File: config.mk
export PLATFORM = sky130hd
export DESIGN_NAME = bus_width_adapter
export DESIGN_NICKNAME = d
export VERILOG_FILES = /design/src/rtl/bus_width_adapter.sv
export SDC_FILE = /design/constraint.sdc
export NUM_CORES = 1
export LEC_CHECK = 0
export CAP_MARGIN = 15
export CORE_MARGIN = 2
export CORE_UTILIZATION = 34
export CTS_CLUSTER_SIZE = 24
export DETAILED_ROUTE_END_ITERATION = 16
export HOLD_SLACK_MARGIN = 0.1
export PLACE_DENSITY = 0.83
export SYNTH_ARGS = -nofsm -noshare
export SYNTH_HDL_FRONTEND = slang
export SYNTH_SLANG_ARGS = --single-unit
File: constraint.sdc
create_clock -name clk -period 1.54 [get_ports clk]
set_input_delay 0.154 -clock clk [delete_from_list [all_inputs] [get_ports clk]]
set_output_delay 0.154 -clock clk [all_outputs]
set_load 0.03 [all_outputs]
File: src/rtl/bus_width_adapter.sv
`default_nettype none
// ============================================================================
// Module   : bus_width_adapter
// Purpose  : Splits one wide CPU memory cycle into WIDE_W/NARROW_W narrow
//            peripheral beats, assembling read data and distributing writes.
// Revision : 1.0 - initial parametrised release
// ============================================================================
module bus_width_adapter #(
    parameter int WIDE_W    = 16,
    parameter int NARROW_W  = 8,
    parameter int LOW_FIRST = 1,
    parameter int SETTLE    = 1,
    parameter int SA_W      = 1
) (
    input  logic                clk,
    input  logic                reset_n,
    input  logic                clk_en,
    input  logic                start,
    input  logic                memen,
    input  logic                we,
    input  logic                sysrdy,
    output logic                ready,
    output logic [SA_W-1:0]     sub_addr,
    output logic                memen_n8,
    output logic [0:WIDE_W-1]   d,
    input  logic [0:WIDE_W-1]   q,
    input  logic [0:NARROW_W-1] d8,
    output logic [0:NARROW_W-1] q8,
    output logic                busy
);

    localparam int              c_ratio   = WIDE_W / NARROW_W;
    localparam int              c_first_i = (LOW_FIRST != 0) ? c_ratio - 1 : 0;
    localparam int              c_last_i  = (LOW_FIRST != 0) ? 0 : c_ratio - 1;
    localparam logic [SA_W-1:0] c_first   = SA_W'(c_first_i);
    localparam logic [SA_W-1:0] c_last    = SA_W'(c_last_i);
    localparam logic [3:0]      c_settle  = 4'(SETTLE);

    typedef enum logic [1:0] {
        S_IDLE  = 2'd0,
        S_BEAT  = 2'd1,
        S_GAP   = 2'd2,
        S_FINAL = 2'd3
    } state_t;

    state_t          r_state;
    state_t          w_state_nxt;
    logic [SA_W-1:0] r_sub;
    logic [SA_W-1:0] w_sub_adv;
    logic [3:0]      r_cnt;
    logic            r_we;
    logic            w_capture;

    assign w_sub_adv = (LOW_FIRST != 0) ? r_sub - 1'b1 : r_sub + 1'b1;

    // An abort (start low) outranks a capture in the same cycle.
    assign w_capture = start && (r_state == S_BEAT) && clk_en
                       && (r_cnt == 4'd0) && sysrdy;

    always_ff @(posedge clk) begin
        if (!reset_n) begin
            r_state <= S_IDLE;
        end else begin
            r_state <= w_state_nxt;
        end
    end

    always_comb begin
        w_state_nxt = r_state;
        case (r_state)
            S_IDLE:  if (start) w_state_nxt = S_BEAT;
            S_BEAT:  if (w_capture) w_state_nxt = S_GAP;
            S_GAP:   w_state_nxt = (w_sub_adv == c_last) ? S_FINAL : S_BEAT;
            S_FINAL: w_state_nxt = S_FINAL;
            default: w_state_nxt = S_IDLE;
        endcase
        if (!start) begin
            w_state_nxt = S_IDLE;
        end
    end

    always_ff @(posedge clk) begin
        if (!reset_n || !start) begin
            r_cnt <= 4'd0;
        end else if ((r_state != S_BEAT) && (w_state_nxt == S_BEAT)) begin
            r_cnt <= c_settle;
        end else if ((r_state == S_BEAT) && clk_en && (r_cnt != 4'd0)) begin
            r_cnt <= r_cnt - 4'd1;
        end
    end

    always_ff @(posedge clk) begin
        if (!reset_n || !start) begin
            r_sub <= c_first;
        end else if (r_state == S_GAP) begin
            r_sub <= w_sub_adv;
        end
    end

    always_ff @(posedge clk) begin
        if (!reset_n) begin
            r_we <= 1'b0;
        end else if ((r_state == S_IDLE) && start) begin
            r_we <= we;
        end
    end

    // The final slice is never stored: the peripheral drives it straight through.
    for (genvar s = 0; s < c_ratio; s++) begin : g_slice
        if (s == c_last_i) begin : g_final
            assign d[s*NARROW_W +: NARROW_W] = d8;
        end else begin : g_latched
            logic [0:NARROW_W-1] r_lat;
            logic                r_valid;

            always_ff @(posedge clk) begin
                if (!reset_n) begin
                    r_lat   <= '0;
                    r_valid <= 1'b0;
                end else if (!start) begin
                    r_valid <= 1'b0;
                end else if (w_capture && !r_we && (r_sub == SA_W'(s))) begin
                    r_lat   <= d8;
                    r_valid <= 1'b1;
                end
            end

            assign d[s*NARROW_W +: NARROW_W] = r_valid ? r_lat : '0;
        end
    end

    always_comb begin
        q8 = '0;
        for (int s = 0; s < c_ratio; s++) begin
            if (r_sub == SA_W'(s)) begin
                q8 = q[s*NARROW_W +: NARROW_W];
            end
        end
    end

    assign sub_addr = r_sub;
    assign busy     = (r_state == S_BEAT) || (r_state == S_GAP);
    assign ready    = sysrdy & ~busy;
    assign memen_n8 = (r_state == S_GAP) ? 1'b0 : memen;

endmodule
`default_nettype wire

==> results.py <==
metrics = {
    "outcome": {
        "status": "complete, but fails checks",
        "violations": "negative setup slack",
    },
    "floorplanning": {
        "ios": 59,
        "core-area_um2": 3000,
        "initial_core_util_pct": 35.0,
        "fp.dieW_um": 59.6,
        "num_rows": 20,
        "die_h_um": 59.6,
        "die_area_um2": 3560,
    },
    "critical_path": {
        "startpoint_type": "flip-flop",
        "cpMaxStageDelayCell": "or3b_4",
        "crit_required_ns": 1.73,
        "endpoint": "g_slice[1].g_latched.r_lat[2]",
        "cp-end-kind": "flip-flop",
        "crit_fanout": 9,
        "cp_data_arrival_time_ns": 1.95,
        "crit_cells": 7,
        "rr_worst_depth": 7,
        "r2r_start": "r_cnt[0]",
        "crit_buf_inv": 2,
        "reg2reg_slack_ns": -0.22,
        "crit_type": "reg2reg",
        "r2r_end": "g_slice[1].g_latched.r_lat[2]",
        "startpoint": "r_cnt[0]",
        "max_stage_delay_ns": 0.41,
        "crit_family": "simple AND/OR/NAND/NOR gates",
        "cp_cell_sequence": "inv_2 > ha_4 > or3b_4 > nor4_4 > buf_12 > mux2i_1 > nor2b_1",
    },
    "detailed_routing": {
        "wl_per_cell_um": 14.9,
        "routed_wl_um": 3250,
        "num_vias": 1095,
        "firstDrtPassIters": 4,
        "via_per_inst": 5.02,
        "drt_iter0_drc": 16,
        "drc": 0,
        "ant_nets": 0,
    },
    "cts": {
        "h-tree-depth": 1,
        "insertion_delay_ns": 0.29,
        "cts.path.max_buffers": 2,
        "clkSinkCount": 17,
        "cts-root-buf": "clkbuf_4",
        "clkTransAtPathRegs_ns": 0.11,
        "cts_made_buffers": 3,
        "cts-hold-fix-buffers": 0,
        "tritoncts": "yes",
    },
    "sta": {
        "worst_pin_slew_ns": 0.323,
        "post-route-period-util_pct": 114,
        "finalSetupViolCount": 16,
        "rsz0062_at_grt": "true",
        "setup_slack_ns": -0.218,
        "fmax_ghz": 0.569,
        "report.final.slew_viol_count": 0,
        "layout_min_cycle_time_ns": 1.76,
        "hold_viol_final": 0,
        "maxSlewHeadroom_pct": 78.4,
        "skew_ns": 0.00185,
    },
    "synthesis": {
        "ys_seq_area_share_pct": 32.3,
        "synthCells": 111,
        "syn_avg_cell_area_um2": 9.48,
        "ys_warn_count": 0,
        "syn_area_um2": 1050,
        "synth_seq_cells": 17,
        "syn-num-nets": 149,
        "yosysUniqueCellTypes": 29,
    },
    "global_route": {
        "track_usage_pct": 19.5,
        "grt_pass1_wl_um": 5150,
        "grt_start_max_net_pins": 13,
        "grt_pass1_vias": 1198,
        "antenna_found_initial": 0,
        "overflow": 0,
    },
    "pwr": {
        "powerDensity_nw_per_um2": 535,
        "switching_share_pct": 29.3,
        "seqPwrFrac_pct": 44.4,
        "peakVddDrop_uv": 299,
        "total_power_mw": 1.02,
        "p_comb_share_pct": 31.2,
        "p_sw_mw": 0.299,
        "cell_internal_pwr_mw": 0.720,
        "p_leak_nw": 0.783,
        "clockPowerShare_pct": 24.4,
    },
    "hold_path": {
        "min_path_type": "in2reg",
    },
    "layout": {
        "layout_commonest_cell": "clkdlybuf4s50_1",
        "drive_gt1_share_pct": 37.3,
        "final_cell_mix": "38 x clkdlybuf4s50_1, 17 x buf_4, 11 x dfxtp_1, 10 x buf_6",
        "diodes": 0,
        "nets": 224,
        "syn2layout_area_growth_pct": 81.0,
    },
    "placement": {
        "post-place-ws_ns": -0.222,
        "dp_hpwl_um": 2350,
        "placement.io_buffers": 58,
        "gp_congestion": 0.715,
    },
    "flow_run": {
        "maxCapViolCount": 0,
    },
}
## kinds of logic after synthesis
| family | count (synthesis) | synth area share [%] |
|---|---|---|
| XOR/XNOR | 4 | 3.33 |
| buffers and inverters | 18 | 10.1 |
| multiplexers | 16 | 16.2 |
| adder cells (fa/ha/maj) | 7 | 8.32 |
| flip-flops | 17 | 32.3 |
| AND/OR/NAND/NOR | 39 | 23.3 |
| AO/OA/AOI/OAI | 10 | 6.42 |
## worst reg2reg max path, delay by kind of cell, from the launching register on
family | cells | cell delay [ns]
buffers and inverters | 2 | 0.26
DFF | 1 | 0.34
and+or+nand+nor | 3 | 0.71
muxes | 1 | 0.22
adders and majority gates | 1 | 0.12
## cell usage after synthesis
library cell	count	share of area, %
and3b_1	1	0.83
ha_1	7	8.3
buf_2	1	0.48
a221oi_1	1	0.83
o32ai_1	1	0.83
clkbuf_1	2	0.71
mux2_2	8	8.6
nor4_4	1	2.0
xnor2_1	4	3.3
mux2i_1	8	7.6
nor3_1	2	0.95
o21ai_1	2	0.95
a21boi_0	1	0.71
and2_1	8	4.8
and4_1	2	1.7
buf_6	1	1.1
buf_4	8	5.7
nor2b_1	10	5.9
o211ai_1	2	1.4
nand4_1	1	0.59
a211oi_1	1	0.71
dfxtp_1	17	32
nor2_1	5	1.8
inv_1	6	2.1
or3b_4	1	1.1
nand2_1	3	1.1
and3_1	2	1.2
nand3_1	3	1.4
a21oi_1	2	0.95
## repair_timing
| action | CTS | global route |
|---|---|---|
| setup buffers | 4 | 3 |
| resized for setup | 56 | 19 |
| endpoints found under the hold margin | 0 | 0 |
| gates cloned | 0 | 0 |
| setup endpoints to repair | 32 | 29 |
| pin swaps | 10 | 2 |
## layer usage
metal	up-vias	share of wire, %	track usage, %
li1	516	-	-
met1	511	35	18.7
met3	4	7.0	2.40
met2	64	56	40.0
met4	0	1.2	8.89
met5	-	0	0
## state kept, by name (all words and copies together) (netlist names)
name and cells:
r_we 1, sub_addr 1, r_cnt 4, g_slice.g_latched.r_valid 1, r_state 2, g_slice.g_latched.r_lat 8
## power groups by stage
stage / sequential, mW / combinational [mW] / clock [mW]
final: 0.453 / 0.318 / 0.248
after floorplan: 0.463 / 0.136 / 0
after global routing: 0.454 / 0.337 / 0.273
after CTS: 0.452 / 0.310 / 0.253
after detailed placement: 0.463 / 0.289 / 0
after global placement: 0.463 / 0.281 / 0
## through the flow
| step | std cells | utilization, % | cell area [µm²] | hold WS (ns) | TNS (ns) |
|---|---|---|---|---|---|
| floorplan | 111 | - | 1060 | 0.307 | -0.135 |
| global route | 218 | 63.4 | 1900 | 0.478 | -3.35 |
| global placement | 207 | 57.6 | 1730 | 0.489 | -2.52 |
| finish | 218 | 63.4 | 1900 | 0.432 | -2.34 |
| CTS | 215 | 61.7 | 1850 | 0.428 | -2.05 |
| detailed placement | 207 | 57.6 | 1730 | 0.502 | -3.49 |
## layout make-up
type                    count  area, µm²
fillers                   243       1100
repair buffers             82        779
multi-input cells          76        683
flip-flops and latches     17        350
well taps                  33       41.3
clock buffers               3       22.5
inverters                   6       22.5
clock inverters             1       5.00
## worst min path at each step
stage | to | cells after the start | from
6_report | r_we | 3 | we
5_1_grt | r_we | 3 | we
4_1_cts | r_we | 3 | we
3_5_place_dp | g_slice[1].g_latched.r_lat[3] | 2 | g_slice[1].g_latched.r_lat[3]
3_3_place_gp | g_slice[1].g_latched.r_lat[3] | 2 | g_slice[1].g_latched.r_lat[3]
2_1_floorplan | r_state[1] | 1 | reset_n
Power figures use the tool's default switching activity.
